### src/rtl/rsqrt_pipe_arbiter_pkg.sv
`default_nettype none
// ============================================================================
// Module   : rsqrt_pkg
// Brief    : Shared widths, latency default and clog2 helper for the
//            rsqrt pipe arbiter slice.
// Revision : 1.0  initial release
// ============================================================================
package rsqrt_pkg;

    localparam int RSQRT_N_REQ  = 4;
    localparam int RSQRT_WL     = 24;
    localparam int RSQRT_WLO    = 24;
    localparam int RSQRT_DP_LAT = 6;

    // Tag entry {v, id, err}; id width is derived from the requester count.
    localparam int TAG_V_W   = 1;
    localparam int TAG_ERR_W = 1;

    function automatic int rsqrt_clog2(input int n);
        for (int r = 0; r < 31; r++) begin
            if ((1 << r) >= n) return r;
        end
        return 31;
    endfunction

    function automatic int rsqrt_tag_w(input int id_w);
        return TAG_V_W + id_w + TAG_ERR_W;
    endfunction

endpackage
`default_nettype wire

### src/rtl/rsqrt_pipe_arbiter_if.sv
`default_nettype none
// ============================================================================
// Module   : rsqrt_pipe_arbiter_if
// Brief    : Requester handshake, datapath and response bundle.
// Revision : 1.0  initial release
// ============================================================================
interface rsqrt_pipe_arbiter_if
    import rsqrt_pkg::*;
#(
    parameter int N_REQ = RSQRT_N_REQ,
    parameter int WL    = RSQRT_WL,
    parameter int WLO   = RSQRT_WLO
);
    logic                  en;
    logic [N_REQ-1:0]      req_valid;
    logic [N_REQ*WL-1:0]   req_data;
    logic [N_REQ-1:0]      req_ready;
    logic                  dp_ce;
    logic [WL-1:0]         dp_din;
    logic [WLO-1:0]        dp_dout;
    logic [N_REQ-1:0]      rsp_valid;
    logic [WLO-1:0]        rsp_data;
    logic                  rsp_err;
    logic                  busy;

    modport master (
        output en, req_valid, req_data, dp_dout,
        input  req_ready, dp_ce, dp_din, rsp_valid, rsp_data, rsp_err, busy
    );

    modport slave (
        input  en, req_valid, req_data, dp_dout,
        output req_ready, dp_ce, dp_din, rsp_valid, rsp_data, rsp_err, busy
    );
endinterface
`default_nettype wire

### src/rtl/rsqrt_pipe_arbiter_rr.sv
`default_nettype none
// ============================================================================
// Module   : rr_arbiter
// Brief    : Round-robin one-hot grant with pointer advancing past the winner.
// Revision : 1.0  initial release
// ============================================================================
module rr_arbiter
    import rsqrt_pkg::*;
#(
    parameter int N    = RSQRT_N_REQ,
    parameter int ID_W = rsqrt_clog2(N)
) (
    input  wire logic            CLK,
    input  wire logic            nRST,
    input  wire logic            en,
    input  wire logic [N-1:0]    req,
    output logic      [N-1:0]    grant,
    output logic      [ID_W-1:0] grant_id,
    output logic                 grant_valid
);

    logic [ID_W-1:0] r_ptr;
    logic [ID_W-1:0] w_sel;
    logic [ID_W-1:0] w_id;
    logic            w_found;

    always_comb begin
        w_found = 1'b0;
        w_id    = '0;
        w_sel   = '0;
        for (int i = 0; i < N; i++) begin
            w_sel = (int'(r_ptr) + i >= N) ? ID_W'(int'(r_ptr) + i - N)
                                           : ID_W'(int'(r_ptr) + i);
            if (en && !w_found && req[w_sel]) begin
                w_found = 1'b1;
                w_id    = w_sel;
            end
        end
    end

    always_comb begin
        grant = '0;
        if (w_found) grant[w_id] = 1'b1;
    end

    assign grant_id    = w_id;
    assign grant_valid = w_found;

    // Grant only exists when the winner is valid, so grant_valid is the handshake.
    always_ff @(posedge CLK or negedge nRST) begin
        if (!nRST) begin
            r_ptr <= '0;
        end else if (w_found) begin
            r_ptr <= (int'(w_id) == N - 1) ? '0 : w_id + 1'b1;
        end
    end

endmodule
`default_nettype wire

### src/rtl/rsqrt_pipe_arbiter.sv
`default_nettype none
// ============================================================================
// Module   : rsqrt_pipe_arbiter
// Brief    : Shares a fixed-latency rsqrt datapath among N_REQ requesters.
//            Optional operand range check: RSQRT_ARB_RANGE_CHECK_EN.
// Revision : 1.0  initial release
// ============================================================================
module rsqrt_pipe_arbiter
    import rsqrt_pkg::*;
#(
    parameter int N_REQ  = RSQRT_N_REQ,
    parameter int WL     = RSQRT_WL,
    parameter int WLO    = RSQRT_WLO,
    parameter int DP_LAT = RSQRT_DP_LAT
) (
    input wire logic            CLK,
    input wire logic            nRST,
    rsqrt_pipe_arbiter_if.slave bus
);

    localparam int ID_W = rsqrt_clog2(N_REQ);

    logic                 w_en;
    logic [N_REQ-1:0]     w_grant;
    logic [ID_W-1:0]      w_gid;
    logic                 w_hs;
    logic [WL-1:0]        w_din;

    logic [DP_LAT-1:0]    r_tag_v;
    logic [ID_W-1:0]      r_tag_id [DP_LAT];
    logic [N_REQ-1:0]     r_rsp_valid;
    logic [WLO-1:0]       r_rsp_data;

    // Gating with nRST keeps req_ready low while reset is asserted.
    assign w_en = bus.en & nRST;

    rr_arbiter #(
        .N    (N_REQ),
        .ID_W (ID_W)
    ) u_arb (
        .CLK         (CLK),
        .nRST        (nRST),
        .en          (w_en),
        .req         (bus.req_valid),
        .grant       (w_grant),
        .grant_id    (w_gid),
        .grant_valid (w_hs)
    );

    always_comb begin
        w_din = '0;
        for (int i = 0; i < N_REQ; i++) begin
            if (w_grant[i]) w_din = bus.req_data[i*WL +: WL];
        end
    end

    always_ff @(posedge CLK or negedge nRST) begin
        if (!nRST) begin
            r_tag_v <= '0;
            for (int s = 0; s < DP_LAT; s++) r_tag_id[s] <= '0;
        end else begin
            r_tag_v     <= {r_tag_v[DP_LAT-2:0], w_hs};
            r_tag_id[0] <= w_gid;
            for (int s = 1; s < DP_LAT; s++) r_tag_id[s] <= r_tag_id[s-1];
        end
    end

`ifdef RSQRT_ARB_RANGE_CHECK_EN
    logic [DP_LAT-1:0] r_tag_err;
    logic              r_rsp_err;
    logic              w_err;

    assign w_err = w_hs & ~w_din[WL-1];

    always_ff @(posedge CLK or negedge nRST) begin
        if (!nRST) r_tag_err <= '0;
        else       r_tag_err <= {r_tag_err[DP_LAT-2:0], w_err};
    end

    always_ff @(posedge CLK or negedge nRST) begin
        if (!nRST) begin
            r_rsp_valid <= '0;
            r_rsp_data  <= '0;
            r_rsp_err   <= 1'b0;
        end else if (r_tag_v[DP_LAT-1]) begin
            r_rsp_valid <= '0;
            r_rsp_valid[r_tag_id[DP_LAT-1]] <= 1'b1;
            r_rsp_data  <= r_tag_err[DP_LAT-1] ? {WLO{1'b1}} : bus.dp_dout;
            r_rsp_err   <= r_tag_err[DP_LAT-1];
        end else begin
            r_rsp_valid <= '0;
        end
    end

    assign bus.rsp_err = r_rsp_err;
`else
    always_ff @(posedge CLK or negedge nRST) begin
        if (!nRST) begin
            r_rsp_valid <= '0;
            r_rsp_data  <= '0;
        end else if (r_tag_v[DP_LAT-1]) begin
            r_rsp_valid <= '0;
            r_rsp_valid[r_tag_id[DP_LAT-1]] <= 1'b1;
            r_rsp_data  <= bus.dp_dout;
        end else begin
            r_rsp_valid <= '0;
        end
    end

    assign bus.rsp_err = 1'b0;
`endif

    assign bus.req_ready = w_grant;
    assign bus.dp_din    = w_din;
    assign bus.dp_ce     = nRST;
    assign bus.rsp_valid = r_rsp_valid;
    assign bus.rsp_data  = r_rsp_data;
    assign bus.busy      = (|r_tag_v) | (|r_rsp_valid);

endmodule
`default_nettype wire

### src/flat_wrapper.sv
// flat-port wrapper written by rule: the top's interface ports become plain ports
module rsqrt_pipe_arbiter_flat import rsqrt_pkg::*;
#(
    parameter int N_REQ  = RSQRT_N_REQ,
    parameter int WL     = RSQRT_WL,
    parameter int WLO    = RSQRT_WLO,
    parameter int DP_LAT = RSQRT_DP_LAT
)
  (CLK, nRST, bus_en, bus_req_valid, bus_req_data, bus_dp_dout, bus_req_ready, bus_dp_ce, bus_dp_din, bus_rsp_valid, bus_rsp_data, bus_rsp_err, bus_busy);
  rsqrt_pipe_arbiter_if #(.N_REQ(N_REQ), .WL(WL), .WLO(WLO)) bus_i ();
  input wire logic CLK;
  input wire logic nRST;
  input wire logic [$bits(bus_i.en)-1:0] bus_en;
  input wire logic [$bits(bus_i.req_valid)-1:0] bus_req_valid;
  input wire logic [$bits(bus_i.req_data)-1:0] bus_req_data;
  input wire logic [$bits(bus_i.dp_dout)-1:0] bus_dp_dout;
  output wire logic [$bits(bus_i.req_ready)-1:0] bus_req_ready;
  output wire logic [$bits(bus_i.dp_ce)-1:0] bus_dp_ce;
  output wire logic [$bits(bus_i.dp_din)-1:0] bus_dp_din;
  output wire logic [$bits(bus_i.rsp_valid)-1:0] bus_rsp_valid;
  output wire logic [$bits(bus_i.rsp_data)-1:0] bus_rsp_data;
  output wire logic [$bits(bus_i.rsp_err)-1:0] bus_rsp_err;
  output wire logic [$bits(bus_i.busy)-1:0] bus_busy;
  assign bus_i.en = bus_en;
  assign bus_i.req_valid = bus_req_valid;
  assign bus_i.req_data = bus_req_data;
  assign bus_i.dp_dout = bus_dp_dout;
  assign bus_req_ready = bus_i.req_ready;
  assign bus_dp_ce = bus_i.dp_ce;
  assign bus_dp_din = bus_i.dp_din;
  assign bus_rsp_valid = bus_i.rsp_valid;
  assign bus_rsp_data = bus_i.rsp_data;
  assign bus_rsp_err = bus_i.rsp_err;
  assign bus_busy = bus_i.busy;
  rsqrt_pipe_arbiter #(.N_REQ(N_REQ), .WL(WL), .WLO(WLO), .DP_LAT(DP_LAT)) u_core (.CLK(CLK), .nRST(nRST), .bus(bus_i));
endmodule
### config.mk
export PLATFORM = sky130hd
export DESIGN_NAME = rsqrt_pipe_arbiter_flat
export DESIGN_NICKNAME = d
export VERILOG_FILES = /design/src/rtl/rsqrt_pipe_arbiter_pkg.sv /design/src/rtl/rsqrt_pipe_arbiter_if.sv /design/src/rtl/rsqrt_pipe_arbiter_rr.sv /design/src/rtl/rsqrt_pipe_arbiter.sv /design/src/flat_wrapper.sv
export SDC_FILE = /design/constraint.sdc
export NUM_CORES = 1
export LEC_CHECK = 0
export ABC_AREA = 1
export BUFFER_PORTS_ARGS = -buffer_cell sky130_fd_sc_hd__buf_2
export CAP_MARGIN = 40
export CORE_MARGIN = 4
export CORE_UTILIZATION = 45
export CTS_BUF_LIST = sky130_fd_sc_hd__clkbuf_4 sky130_fd_sc_hd__clkbuf_8 sky130_fd_sc_hd__clkbuf_16
export CTS_CLUSTER_DIAMETER = 30
export DETAILED_ROUTE_END_ITERATION = 10
export MAX_ROUTING_LAYER = met4
export PLACE_DENSITY_LB_ADDON = 0.08
export SYNTH_ARGS = -nofsm -noshare
export SYNTH_HDL_FRONTEND = slang
export SYNTH_SLANG_ARGS = --single-unit
### constraint.sdc
create_clock -name CLK -period 8.39 [get_ports CLK]
set_input_delay 0.839 -clock CLK [delete_from_list [all_inputs] [get_ports CLK]]
set_output_delay 0.839 -clock CLK [all_outputs]
set_load 0.01 [all_outputs]
Yosys cells after proc, flatten, opt, wreduce, memory -nomap -nowiden

Cells that the tools add are included.

Add/subtract/negate cells: 8
Order comparisons: 12
Equal/unequal tests: 1
Mux-type cells: 31
Bitwise logic cells: 2
Reduce and logical (&&, ||, !) cells: 14

Operators with widths:

| operator            | count |
|---|---|
| $mux 24             | 4 |
| $lt 2x3->1 const B  | 6 |
| $mux 2              | 9 |
| $mux 1              | 10 |
| $ge 3x3->1 const B  | 3 |
| $logic_and 1x1->1   | 9 |
| $bmux 1 s2          | 4 |
| $mux 4              | 2 |
| $sub 2x1->2 const B | 4 |
| $add 2x2->3 const B | 2 |
| $reduce_or 6->1     | 1 |
| $demux 1 s2         | 2 |
| $ge 2x1->1 const B  | 2 |
| $reduce_or 4->1     | 1 |
| $add 2x1->3 const B | 1 |
| $ge 2x3->1 const B  | 1 |
| $logic_not 1->1     | 3 |
| $add 2x1->2 const B | 1 |
| $eq 2x1->1 const B  | 1 |
| $and 1x1->1         | 1 |
| $or 1x1->1          | 1 |

Register bits: 48
Input bits: 127
Output and inout port bits: 59
Logic and storage cells: 78

Longest topological paths before layout

Gate-level depths: netlist of run 1.

Word-level depth: 27
Mapped depth: 20
Gate-level depth less buffers: 18

Hierarchy

A second synthesis of run 1 with hierarchy kept.

Cell total of the unflattened synthesis: 433
Area total of the unflattened synthesis: 3089.2 um2

By module, submodules not included:

| module             | times used | cells each | area each (um2) | seq. area each (um2) |
|---|---|---|---|---|
| rsqrt_pipe_arbiter | 1          | 353        | 2617.5          | 1151.1 |
| rr_arbiter         | 1          | 80         | 471.7           | 50.0 |

Worst setup path after synthesis of run 1

Ideal clock, no wire load.

Kind: input port to output port
Start point: input port bus_req_valid[3]
End point: output port bus_dp_din[12]
Arrival time: 2780 ps
Setup slack: 4771 ps
Stages: 18
Buffers on the path: 2
Cell sequence: inv_1 -> nand2_1 -> nand3_1 -> nand2_1 -> nor2_1 -> nand2_2 -> nand2_1 -> nor2_1 -> o21ai_0 -> nand2_1 -> inv_1 -> ha_1 -> clkbuf_1 -> clkbuf_1 -> nand3_1 -> nand3_1 -> nand2_1 -> nand2_1

Longest elaborated chain between the ends: 25
Elaborated cells on any way between the ends: 36
Those cells by class: order compare (2); mux (23); reduce/logical (11)

Ends and longest elaborated chain:

| item                                                                  | RTL line                    | text |
|---|---|---|
| start, declared                                                       | flat_wrapper.sv:14          | `input wire logic [$bits(bus_i.req_valid)-1:0] bus_req_valid;` |
| $bmux 1 s2                                                            | rsqrt_pipe_arbiter_rr.sv:34 | `if (en && !w_found && req[w_sel]) begin` |
| $mux 1 (implied by the code)                                          | rsqrt_pipe_arbiter_rr.sv:34 |  |
| $logic_and 1x1->1                                                     | rsqrt_pipe_arbiter_rr.sv:34 |  |
| $mux 1                                                                | rsqrt_pipe_arbiter_rr.sv:34 |  |
| $logic_not 1->1                                                       | rsqrt_pipe_arbiter_rr.sv:34 |  |
| $logic_and 1x1->1 (2 in series)                                       | rsqrt_pipe_arbiter_rr.sv:34 |  |
| $mux 1                                                                | rsqrt_pipe_arbiter_rr.sv:34 |  |
| $logic_not 1->1                                                       | rsqrt_pipe_arbiter_rr.sv:34 |  |
| (+7 left out)                                                         | -                           |  |
| named net u_core.u_arb.grant_id[1]                                    | rsqrt_pipe_arbiter_rr.sv:18 | `output logic [ID_W-1:0] grant_id,` |
| $lt 2x3->1 (implied by the code) / $ge 2x1->1 (equally long branches) | rsqrt_pipe_arbiter_rr.sv:43 | `if (w_found) grant[w_id] = 1'b1;` |
| $logic_and 1x1->1 (implied by the code)                               | rsqrt_pipe_arbiter_rr.sv:43 |  |
| $mux 1 (implied by the code)                                          | rsqrt_pipe_arbiter_rr.sv:43 |  |
| $demux 1 s2 (*)                                                       | rsqrt_pipe_arbiter_rr.sv:43 |  |
| $mux 4 (*)                                                            | rsqrt_pipe_arbiter_rr.sv:43 |  |
| $mux 24 (3 in series)                                                 | rsqrt_pipe_arbiter.sv:53    | `if (w_grant[i]) w_din = bus.req_data[i*WL +: WL];` |
| $mux 24 (*)                                                           | rsqrt_pipe_arbiter.sv:53    |  |
| end, declared                                                         | flat_wrapper.sv:19          | `output wire logic [$bits(bus_i.dp_din)-1:0] bus_dp_din;` |

The timed path passes the listed nets; every way through them passes the cells marked *. The select of a mux whose other input is x is not followed.

Final worst setup path of run 1

Start point: input port nRST
End point: output port bus_dp_din[17]

Longest elaborated chain between the ends: 24
Elaborated cells on any way between the ends: 29
Those cells by class: order compare (2); mux (15); bitwise (1); reduce/logical (11)

Ends and longest elaborated chain:

| item                                                                  | RTL line                    | text |
|---|---|---|
| start, declared                                                       | flat_wrapper.sv:12          | `input wire logic nRST;` |
| $and 1x1->1 (*)                                                       | rsqrt_pipe_arbiter.sv:35    | `assign w_en = bus.en & nRST;` |
| $logic_and 1x1->1                                                     | rsqrt_pipe_arbiter_rr.sv:34 |  |
| $mux 1                                                                | rsqrt_pipe_arbiter_rr.sv:34 |  |
| $logic_not 1->1                                                       | rsqrt_pipe_arbiter_rr.sv:34 |  |
| $logic_and 1x1->1 (2 in series)                                       | rsqrt_pipe_arbiter_rr.sv:34 |  |
| $mux 1                                                                | rsqrt_pipe_arbiter_rr.sv:34 |  |
| $logic_not 1->1                                                       | rsqrt_pipe_arbiter_rr.sv:34 |  |
| $logic_and 1x1->1 (2 in series)                                       | rsqrt_pipe_arbiter_rr.sv:34 |  |
| (+5 left out)                                                         | -                           |  |
| named net u_core.u_arb.grant_id[1]                                    | rsqrt_pipe_arbiter_rr.sv:18 |  |
| $lt 2x3->1 (implied by the code) / $ge 2x1->1 (equally long branches) | rsqrt_pipe_arbiter_rr.sv:43 |  |
| $logic_and 1x1->1 (implied by the code)                               | rsqrt_pipe_arbiter_rr.sv:43 |  |
| $mux 1 (implied by the code)                                          | rsqrt_pipe_arbiter_rr.sv:43 |  |
| $demux 1 s2 (*)                                                       | rsqrt_pipe_arbiter_rr.sv:43 |  |
| $mux 4 (*)                                                            | rsqrt_pipe_arbiter_rr.sv:43 |  |
| $mux 24 (3 in series)                                                 | rsqrt_pipe_arbiter.sv:53    |  |
| $mux 24 (*)                                                           | rsqrt_pipe_arbiter.sv:53    |  |

The timed path passes the listed nets; every way through them passes the cells marked *.

==> results of run 1 <==
[registers in the layout (all words and copies together) (netlist names)]
register / flops
u_core.bus.rsp_valid: 4
u_core.u_arb.r_ptr: 2
u_core.r_tag_id: 12
u_core.r_tag_v: 6
u_core.bus.rsp_data: 24
[cell usage in the layout, fill, tap and decap left out, drive strengths merged]
cell type	instances
buf	188
bufinv	2
clkbuf	5
conb	1
dfrtp	48
ha	4
inv	92
nand2	205
nand3	102
nand4	2
nor2	32
nor3	4
nor4	2
o211ai	1
o21ai	3
o22ai	1
or2	1
[layout make-up]
cell class / count / area, um^2
multi-input combinational: 358 / 1560
sequential: 48 / 1200
inverter: 91 / 344
timing repair buffer: 188 / 971
clock inverter: 3 / 68.8
tap: 96 / 120
clock buffer: 5 / 68.8
fill: 687 / 2610
[metal layers]
| layer | vias to the layer above | global-route usage [%] | wire [um] |
|---|---|---|---|
| met2 | 157 | 38.2 | 4760 |
| li1 | 1918 | - | - |
| met5 | - | - | 0 |
| met4 | 0 | 7.20 | 193 |
| met1 | 1624 | 26.6 | 3850 |
| met3 | 15 | 3.06 | 807 |
[per-stage QoR]
stage,power (W),setup slack (ns)
after CTS,0.00160,3.43
after detailed placement,0.00140,3.44
final,0.00159,3.48
after global placement,0.00136,3.55
after floorplan,0.00108,4.77
after global routing,0.00176,2.95
[how the worst max path moves through the flow]
stage                     cells past startpoint        endpoint             start  slack, ns
after floorplan                              18  bus_dp_din[12]  bus_req_valid[3]       4.77
after global placement                       14  bus_dp_din[17]              nRST       3.55
after detailed placement                     14  bus_dp_din[17]              nRST       3.44
after CTS                                    14  bus_dp_din[17]              nRST       3.43
after global routing                         14   bus_dp_din[3]              nRST       2.95
final                                        14  bus_dp_din[17]              nRST       3.48
[where the power goes]
| part | total [W] | switching (W) | leakage, nW | internal [W] |
|---|---|---|---|---|
| combinational | 0.000982 | 0.000626 | 2.18 | 0.000356 |
| clock | 0.000197 | 0.0000775 | 0.0687 | 0.000120 |
| sequential | 0.000412 | 0.0000761 | 0.597 | 0.000336 |
| total | 0.00159 | 0.000779 | 2.85 | 0.000812 |
[logic make-up (layout without fill, tap and decap cells)]
group,count (synthesis),after routing,share of synthesized area (%)
buffers and inverters,124,287,15.9
adders and majority gates,4,4,1.52
other,1,1,0.114
DFF,48,48,36.6
AOI/OAI and AO/OA,5,5,0.877
and+or+nand+nor,348,348,45.0
[worst max-delay path, stage by stage]
cell and delay, ns:
buf_2 0.08, buf_4 0.48, nand2_1 0.13, inv_1 0.14, nand3_1 0.19, nor2_1 0.19
o21ai_0 0.11, nand2_1 0.13, ha_1 0.72, nand2_2 0.51, nand3_1 0.24, nand2_1 0.08
nand2_1 0.07, buf_2 0.13
==> results by group, run 1 <==
Floorplanning
  • CORE AREA: 6940 um^2
  • Die Y: 93.4 um
  • Die ar.: 8730 um^2
  • Starting Density: 47.3%
  • IO Pins: 186
  • Chip Width: 93.4 um
  • Num rows: 30

Yosys
  • Mapped Cells: 530
  • Cell taking the most area after synthesis: dfrtp_1
  • Count leader, synth: nand2_1
  • Syn_nets: 661
  • Number of enable flip-flop cells after synthesis: 0
  • Syn Std Cell Area: 3280 um^2
  • Async set-or-reset flop fraction in the synthesized netlist: 100%
  • Yosys warnings: 0
  • Yosys cell types: 23
  • Sequential fraction of the synthesis area: 36.6%
  • Synthesized area per cell: 6.19 um^2
  • Synth top cells by count: 201 x nand2_1, 102 x nand3_1, 87 x inv_1
  • Post-synth top area share: 36.6%
  • Yosys reg bits: 48
  • Main synth FF type: dfrtp_1
  • Ranking of synthesized cells by area: dfrtp_1 37%, nand2_1 23%, nand3_1 16%, inv_1 9.9%, nor2_1 3.7%

Power
  • Max IR drop VDD: 0.188 mV
  • Leak Pwr: 2.85 nW
  • Pwr Density: 367 nW/um^2

STA
  • Fin crit share: 58.5%
  • Final setup violation count: 0
  • Setup_tns: 0 ns
  • Worst-margin pin slew: 0.835 ns
  • Fin crit period: 4.91 ns
  • Setup Skew: 0.00619 ns
  • RSZ-0062 raised after global routing: no
  • Final Hold Fails: 0
  • Hold Slack: 0.353 ns
  • Slew Limit Fails: 0
  • Worst slew margin: 44.4%
  • Fmax: 204 MHz

Cells and area
  • Final net count: 823
  • Share of cells above drive strength 1: 29.6%
  • Non-filler cells in the finished layout: 789
  • Util after Layout: 62.4%
  • Antenna cell count: 0
  • Area Overhead vs Synth: 32.0%
  • Finished Cell Area: 4330 um^2

Route
  • Post-Route WL: 9.61 mm
  • Antenna Nets Post-Route: 0
  • Vias: 3714
  • Vias per std cell: 4.71
  • Router iterations before antenna repair: 4
  • DRC Markers: 0
  • Routed WL per cell: 12.2 um
  • DR iter-0 viols: 110

Clock tree
  • # hold bufs at CTS: 0
  • Inserted Clock Buffers: 5
  • Skew-Pair Late Insertion Delay: 0.30 ns
  • Htree depth: 2
  • Clock Sinks: 48
  • Clk slew on worst S/H paths: 0.09 ns
  • CTS root buf: clkbuf_8
  • CTS tree: yes
  • Post CTS Setup Buffer Count: 0
  • Count of cells resized by post-cts repair: 0
  • Deepest clock path buffer count: 2

GRT
  • Total grt overflow: 0
  • Initial antenna violation count: 0
  • Vias in the first global route: 3519
  • First-pass GRT wire length: 15.4 mm
  • Pin count of the biggest net entering global routing: 54
  • Total track usage: 22.1%

Critical path
  • CP startpoint kind: input port
  • CP Class: in -> out
  • Worst R2R Setup Slack: 6.16 ns
  • Worst reg2reg path depth: 11
  • Max Fanout on Critical Path: 50
  • Crit path capture type: primary output
  • Critical Path AT: 4.07 ns
  • RR Startpoint: u_core.u_arb.r_ptr[0]$_DFFE_PN0P_
  • Reg-to-reg endpoint: u_core.u_arb.r_ptr[0]$_DFFE_PN0P_
  • CP Data Required Time: 7.55 ns

Outcome
  • Outcome: completed

Placement
  • DPL Wire Length: 7.42 mm
  • Buffers on Ports: 184
  • Routability-driven placement congestion ratio: 0.855
  • Placed instance count: 781
  • DP Area: 4200 um^2

Flow run
  • Max-cap violation count: 0

Min path
  • Hold Crit Depth: 0
  • Critical hold path startpoint: u_core.r_tag_id[5]$_DFF_PN0_
  • Hold EP: u_core.r_tag_id[3]$_DFF_PN0_
  • Worst hold path class: reg -> reg
(Power assumes the default switching activity.)
==> run 2, diff against run 1 <==
--- a/config.mk
+++ b/config.mk
@@ -5,11 +5,11 @@
 export SDC_FILE = /design/constraint.sdc
 export NUM_CORES = 1
 export LEC_CHECK = 0
-export ABC_AREA = 1
+export ABC_AREA = 0
 export BUFFER_PORTS_ARGS = -buffer_cell sky130_fd_sc_hd__buf_2
 export CAP_MARGIN = 40
 export CORE_MARGIN = 4
-export CORE_UTILIZATION = 45
+export CORE_UTILIZATION = 43
 export CTS_BUF_LIST = sky130_fd_sc_hd__clkbuf_4 sky130_fd_sc_hd__clkbuf_8 sky130_fd_sc_hd__clkbuf_16
 export CTS_CLUSTER_DIAMETER = 30
 export DETAILED_ROUTE_END_ITERATION = 10
==> constraint.sdc (replaced) <==
create_clock -name CLK -period 4.81 [get_ports CLK]
set_input_delay 0.481 -clock CLK [delete_from_list [all_inputs] [get_ports CLK]]
set_output_delay 0.481 -clock CLK [all_outputs]
set_load 0.01 [all_outputs]
==> run 2 against run 1 <==
Via count shrank 25%. Clock power grew 50%. Global-route usage shrank 0.75 points. Final cell count shrank 34%. Clock skew grew 0.0049 ns. Critical path depth shrank 6. Combinational power shrank 62%. Area after synthesis shrank 13%. First-iteration DRC count shrank 12%. Highest routed layer unchanged. Cell area shrank 10%.
==> results by group, run 2 <==
Route
  • Antenna Nets Post-Route: 0 (unchanged)
  • Router iterations before antenna repair: 6 (+2)
  • Vias per std cell: 5.33 (+13%)
  • Vias: 2784 (-25%)
  • Routed WL per cell: 16.7 um (+37%)
  • DR iter-0 viols: 97 (-12%)
  • DRC Markers: 0 (unchanged)
  • Post-Route WL: 8.73 mm (-9.2%)

Yosys
  • Post-synthesis mux area share: 10.4% (+10 points)
  • Syn_nets: 403 (-39%)
  • Simple-Gate Fraction of Synth Area: 15.4% (-30 points)
  • Yosys reg bits: 48 (unchanged)
  • Count leader, synth: dfrtp_1
  • Number of enable flip-flop cells after synthesis: 0 (unchanged)
  • Sequential fraction of the synthesis area: 42.1% (+5.5 points)
  • Compound-Gate Fraction of Synth Area: 24.4% (+23 points)
  • Ranking of synthesized cells by area: dfrtp_1 42%, mux2_2 9.9%, and3b_1 7.7%, o221ai_1 7.7%, a21o_1 6.6%
  • Syn Std Cell Area: 2860 um^2 (-13%)
  • Mapped Cells: 272 (-49%)
  • Post-synthesis adder-cell area fraction: 1.75% (+0.23 points)
  • Async set-or-reset flop fraction in the synthesized netlist: 100% (unchanged)
  • Synth top cells by count: 48 x dfrtp_1, 29 x nand2_1
  • Yosys cell types: 36 (+57%)
  • Xor and xnor area share after synthesis: 0% (unchanged)
  • Main synth FF type: dfrtp_1
  • Synthesized area per cell: 10.5 um^2 (+69%)
  • Main combinational cell family by area after synthesis: compound AO/OA/AOI/OAI gates
  • Yosys warnings: 0 (unchanged)
  • Post-synth top area share: 42.1% (+5.5 points)
  • Cell taking the most area after synthesis: dfrtp_1

Power
  • Pwr Density: 295 nW/um^2 (-20%)
  • Max IR drop VDD: 0.240 mV (+28%)
  • Final Power: 0.00115 W (-28%)
  • Leak Pwr: 2.15 nW (-24%)

STA
  • RSZ-0062 raised after global routing: no
  • Final setup violation count: 0 (unchanged)
  • Fin crit share: 73.6%
  • Final Hold Fails: 0 (unchanged)
  • Worst slew margin: 42.3% (-2.1 points)
  • Setup_tns: 0 ns (unchanged)
  • Fin crit period: 3.54 ns
  • Slew Limit Fails: 0 (unchanged)
  • Setup Skew: 0.0111 ns (+0.00495 ns)
  • Fmax: 282 MHz
  • Worst-margin pin slew: 0.865 ns (+0.0302 ns)

Clock tree
  • Deepest clock path buffer count: 2 (unchanged)
  • Skew-Pair Late Insertion Delay: 0.29 ns (about the same)
  • CTS tree: yes
  • Post CTS Setup Buffer Count: 0 (unchanged)
  • Htree depth: 2 (unchanged)
  • Clk slew on worst S/H paths: 0.08 ns (about the same)
  • Inserted Clock Buffers: 5 (unchanged)
  • Count of cells resized by post-cts repair: 0 (unchanged)
  • Clock Sinks: 48 (unchanged)
  • # hold bufs at CTS: 0 (unchanged)
  • CTS root buf: clkbuf_8

GRT
  • Total grt overflow: 0 (unchanged)
  • Total track usage: 21.4% (-0.75 points)
  • Initial antenna violation count: 1 (+1)
  • First-pass GRT wire length: 12.9 mm (-16%)
  • Vias in the first global route: 2685 (-24%)
  • Pin count of the biggest net entering global routing: 50 (-7.4%)

Cells and area
  • Final net count: 574 (-30%)
  • Max reg flops: 24 (unchanged)
  • Register area: 1200 um^2 (unchanged)
  • Non-filler cells in the finished layout: 522 (-34%)
  • Commonest non-fill, non-tap cell in the layout: buf_2
  • Filler Cells Inserted: 571 (-17%)
  • Most frequent cells in the layout: 184 x buf_2, 48 x dfrtp_1, 29 x nand2_1
  • Area Overhead vs Synth: 36.6%
  • Multi-input gate area: 1490 um^2 (-4.7%)
  • Share of cells above drive strength 1: 55.2% (+26 points)

Floorplanning
  • CORE AREA: 6390 um^2 (-8.0%)
  • IO Pins: 186 (unchanged)
  • Chip Width: 89.5 um (-4.2%)
  • Num rows: 29 (-3.3%)
  • Die ar.: 8010 um^2 (-8.2%)
  • Starting Density: 44.7% (-2.6 points)
  • Die Y: 89.5 um (-4.2%)

Critical path
  • CP Data Required Time: 4.33 ns (-3.22 ns)
  • Crit path capture type: primary output
  • Max incr delay on CP: 0.63 ns (-0.09 ns)
  • Critical Path AT: 3.06 ns (-1.01 ns)
  • Crit-path slowest cell: inv_1
  • Worst path top cell family by delay: compound AO/OA/AOI/OAI gates
  • Critical path, cell by cell: o21ai_1 -> a221oi_1 -> a211oi_1 -> ha_1 -> inv_1 -> o221ai_1 -> a21oi_2 -> buf_2
  • CP Class: reg -> out
  • CP bufs+invs: 2 (-2)
  • CP startpoint kind: register
  • Max Fanout on Critical Path: 25 (-50%)

Outcome
  • Outcome: completed

Flow run
  • Max-cap violation count: 0 (unchanged)

Placement
  • Routability-driven placement congestion ratio: 0.825 (-3.5%)
  • Placed instance count: 513 (-34%)
  • DPL Wire Length: 6.87 mm (-7.5%)
  • Buffers on Ports: 184 (unchanged)

Min path
  • Worst hold path class: in -> async
run 2: changes by cell type in the layout (fill, tap and decap cells not counted), sizes merged, moves of 3 or more:
cell	delta
a21o	+25
a21oi	+27
and2	+3
and3b	+25
inv	-87
mux2	+26
nand2	-176
nand2b	+3
nand3	-101
nor2	-26
nor3	-4
o221ai	+25
run 2: final cells by class:
class	instances	share of cell area, %
Clock inverter	2	0.994
Timing Repair Buffer	190	25.0
Multi-Input combinational cell	193	38.1
Clock buffer	6	2.12
Tap cell	77	2.47
Sequential cell	48	30.8
Antenna cell	1	0.0641
Inverter	5	0.545
run 2: logic make-up after synthesis:
family,count (synthesis)
AOI/OAI and AO/OA,88
and+or+nand+nor,74
DFF,48
buffers and inverters,31
muxes,26
adders and majority gates,4
other,1
run 2: metrics by stage:
stage	hold slack (ns)	worst slack [ns]	cell area, um^2	utilization (%)
5_1_grt	0.365	1.13	3900	61.1
3_3_place_gp	0.335	1.68	3760	58.9
2_1_floorplan	0.185	2.28	2860	-
3_5_place_dp	0.335	1.60	3780	59.1
4_1_cts	0.343	1.32	3900	61.1
6_report	0.327	1.27	3900	61.1
run 2: report_power, final:
part,internal (W),switching [W]
clock,0.000170,0.000126
sequential,0.000453,0.0000333
combinational,0.000189,0.000181
total,0.000812,0.000340
run 2: routing by layer:
metal / global-route usage, % / part of all wire [%] / wire length, um
met2: 35.0 / 50 / 4380
met1: 27.3 / 41 / 3600
met3: 4.79 / 7.6 / 660
met5: - / 0 / 0
met4: 4.06 / 0.95 / 83
run 2: worst paths after layout:
check	from	end	slack [ns]	depth (start not counted)
worst max-delay path	u_core.u_arb.r_ptr[1]$_DFFE_PN0P_	bus_dp_din[7]	1.27	8
worst min-delay path	nRST	u_core.bus.rsp_data[21]$_DFFE_PN0P_	0.33	2
worst max register to register	u_core.u_arb.r_ptr[1]$_DFFE_PN0P_	u_core.u_arb.r_ptr[1]$_DFFE_PN0P_	2.87	4
worst min register to register	u_core.r_tag_id[7]$_DFF_PN0_	u_core.r_tag_id[5]$_DFF_PN0_	0.35	0
max in group asynchronous	nRST	u_core.r_tag_id[5]$_DFF_PN0_	4.08	2
min in group CLK	u_core.r_tag_id[7]$_DFF_PN0_	u_core.r_tag_id[5]$_DFF_PN0_	0.35	0
==> run 3, diff against run 2 <==
--- a/config.mk
+++ b/config.mk
@@ -9,7 +9,7 @@
 export BUFFER_PORTS_ARGS = -buffer_cell sky130_fd_sc_hd__buf_2
 export CAP_MARGIN = 40
 export CORE_MARGIN = 4
-export CORE_UTILIZATION = 43
+export CORE_UTILIZATION = 39
 export CTS_BUF_LIST = sky130_fd_sc_hd__clkbuf_4 sky130_fd_sc_hd__clkbuf_8 sky130_fd_sc_hd__clkbuf_16
 export CTS_CLUSTER_DIAMETER = 30
 export DETAILED_ROUTE_END_ITERATION = 10
==> constraint.sdc (replaced) <==
create_clock -name CLK -period 2.9 [get_ports CLK]
set_input_delay 0.29 -clock CLK [delete_from_list [all_inputs] [get_ports CLK]]
set_output_delay 0.29 -clock CLK [all_outputs]
set_load 0.01 [all_outputs]
==> run 3 against run 2 <==
Utilization down 2.9 points. Sequential share of layout area down 1.0 points. Combinational power up 75%. Worst setup slack worse by 1.1 ns. Sequential power up 65%. Worst hold slack worse by 0.19 ns. Clock skew up 0.0028 ns. Non-clock buffer count up 8. Wire length down 1.2%. First-iteration DRC count down 33%. Largest cell class unchanged. Largest power group unchanged. Highest routed layer unchanged.
==> results by group, run 3 (synthesis gave the netlist of run 2 again) <==
Outcome
  • Outcome: completed

Cells and area
  • Most frequent cells in the layout: 184 x buf_2, 47 x dfrtp_1, 29 x nand2_1
  • Commonest non-fill, non-tap cell in the layout: buf_2
  • Area Overhead vs Synth: 41.5%
  • Final net count: 582 (+1.4%)
  • Antenna cell count: 0 (-1)
  • Max reg flops: 24 (unchanged)
  • Non-filler cells in the finished layout: 548 (+5.0%)
  • Share of cells above drive strength 1: 56.9% (+1.7 points)

Critical path
  • RR Startpoint: u_core.u_arb.r_ptr[1]$_DFFE_PN0P_
  • Critical Path AT: 2.45 ns (-0.61 ns)
  • Critical path, cell by cell: nand2b_1 -> o21ai_1 -> a311o_1 -> ha_1 -> buf_4 -> and3b_1 -> o221ai_1 -> a21oi_2 -> buf_2
  • Worst path top cell family by delay: compound AO/OA/AOI/OAI gates
  • Worst R2R Setup Slack: 1.15 ns (-1.72 ns)
  • CP Capture Point: bus_dp_din[4]
  • Max incr delay on CP: 0.46 ns (-0.17 ns)
  • CP Data Required Time: 2.61 ns (-1.72 ns)
  • CP bufs+invs: 2 (unchanged)
  • CP Class: reg -> out
  • Reg-to-reg endpoint: u_core.u_arb.r_ptr[1]$_DFFE_PN0P_
  • Worst reg2reg path depth: 5 (+1)
  • Crit-path slowest cell: dfrtp_1
  • Crit path depth: 9 (+1)
  • Max Fanout on Critical Path: 15 (-40%)
  • Crit path capture type: primary output
  • Critical Path Start: u_core.u_arb.r_ptr[0]$_DFFE_PN0P_
  • CP startpoint kind: register

Floorplanning
  • Starting Density: 41.1% (-3.6 points)
  • IO Pins: 186 (unchanged)
  • Chip Width: 93.6 um (+4.6%)
  • Die Y: 93.6 um (+4.6%)
  • Num rows: 30 (+3.4%)
  • CORE AREA: 6940 um^2 (+8.7%)
  • Die ar.: 8750 um^2 (+9.3%)

Route
  • Vias per std cell: 5.14 (-3.7%)
  • Post-Route WL: 8.62 mm (-1.2%)
  • DR iter-0 viols: 65 (-33%)
  • Routed WL per cell: 15.7 um (-5.9%)
  • DRC Markers: 0 (unchanged)
  • Vias: 2814 (+1.1%)
  • Antenna Nets Post-Route: 0 (unchanged)
  • Router iterations before antenna repair: 4 (-2)

STA
  • Final Hold Fails: 0 (unchanged)
  • Final setup violation count: 0 (unchanged)
  • Worst slew margin: 66.4% (+24 points)
  • Setup Skew: 0.0139 ns (+0.00280 ns)
  • RSZ-0062 raised after global routing: no
  • Setup_tns: 0 ns (unchanged)
  • Fin crit share: 94.4%
  • Slew Limit Fails: 0 (unchanged)
  • Worst-margin pin slew: 0.504 ns (-0.361 ns)
  • Fmax: 365 MHz
  • Fin crit period: 2.74 ns
  • Final WS setup: 0.163 ns (-1.10 ns)

GRT
  • Pin count of the biggest net entering global routing: 50 (unchanged)
  • Total track usage: 19.2% (-2.2 points)
  • First-pass GRT wire length: 13.1 mm (+1.9%)
  • Total grt overflow: 0 (unchanged)
  • Initial antenna violation count: 0 (-1)
  • Vias in the first global route: 2747 (+2.3%)

Clock tree
  • CTS root buf: clkbuf_8
  • Clk slew on worst S/H paths: 0.09 ns (about the same)
  • CTS tree: yes
  • Htree depth: 2 (unchanged)
  • Skew-Pair Late Insertion Delay: 0.29 ns (about the same)
  • Clock Sinks: 48 (unchanged)
  • Deepest clock path buffer count: 2 (unchanged)
  • Inserted Clock Buffers: 5 (unchanged)

Power
  • Final Power: 0.00201 W (+74%)
  • Pwr Density: 497 nW/um^2 (+68%)
  • Leak Pwr: 2.20 nW (+2.3%)
  • Max IR drop VDD: 0.244 mV (+1.6%)

Placement
  • Routability-driven placement congestion ratio: 0.880 (+6.6%)
  • Buffers on Ports: 184 (unchanged)
  • Pre-CTS WS: 0.205 ns (-1.40 ns)
  • Placed instance count: 537 (+4.7%)
  • DPL Wire Length: 6.75 mm (-1.7%)

Flow run
  • Max-cap violation count: 0 (unchanged)

Min path
  • Worst hold path class: in -> async
==> run 3: repair_timing <==
action / 4_1_cts / 5_1_grt
pin swaps: 0 / 1
hold endpoints to repair: 6 / 0
buffers inserted: 0 / 2
hold buffers: 1 / 0
gates resized for setup: 4 / 5
setup endpoints to repair: 24 / 24
==> run 3: report_power, final <==
group / total (W) / internal (W) / switching, W
clock: 0.000560 / 0.000347 / 0.000213
combinational: 0.000647 / 0.000334 / 0.000313
sequential: 0.000801 / 0.000752 / 0.0000489
==> run 3: area by class of cell <==
class | instances | area [um^2]
Fill cell | 639 | 2900
Multi-Input combinational cell | 193 | 1520
Sequential cell | 48 | 1200
Timing Repair Buffer | 198 | 1040
Tap cell | 96 | 120
Clock buffer | 5 | 68.8
Clock inverter | 3 | 68.8
Inverter | 5 | 23.8
==> run 3: worst min-delay path by stage <==
stage,endpoint
finish,u_core.r_tag_v[4]$_DFF_PN0_
floorplan,u_core.bus.rsp_data[0]$_DFFE_PN0P_
CTS,u_core.r_tag_v[2]$_DFF_PN0_
global placement,u_core.r_tag_id[4]$_DFF_PN0_
global route,u_core.r_tag_id[0]$_DFF_PN0_
detailed placement,u_core.r_tag_id[4]$_DFF_PN0_
==> run 3: per-layer routing <==
metal	track usage, %	vias up	routed length, um
met1	24.4	1309	3640
met3	3.30	12	604
li1	-	1361	-
met4	5.66	0	152
met5	-	-	0
met2	31.6	132	4220
==> run 3: metrics by stage <==
stage,util [%],cell area (um^2),hold slack [ns]
floorplan,-,2860,-0.00559
global placement,55.4,3840,0.149
detailed placement,55.4,3840,0.149
CTS,57.6,4000,0.145
global route,58.2,4040,0.187
finish,58.2,4040,0.135
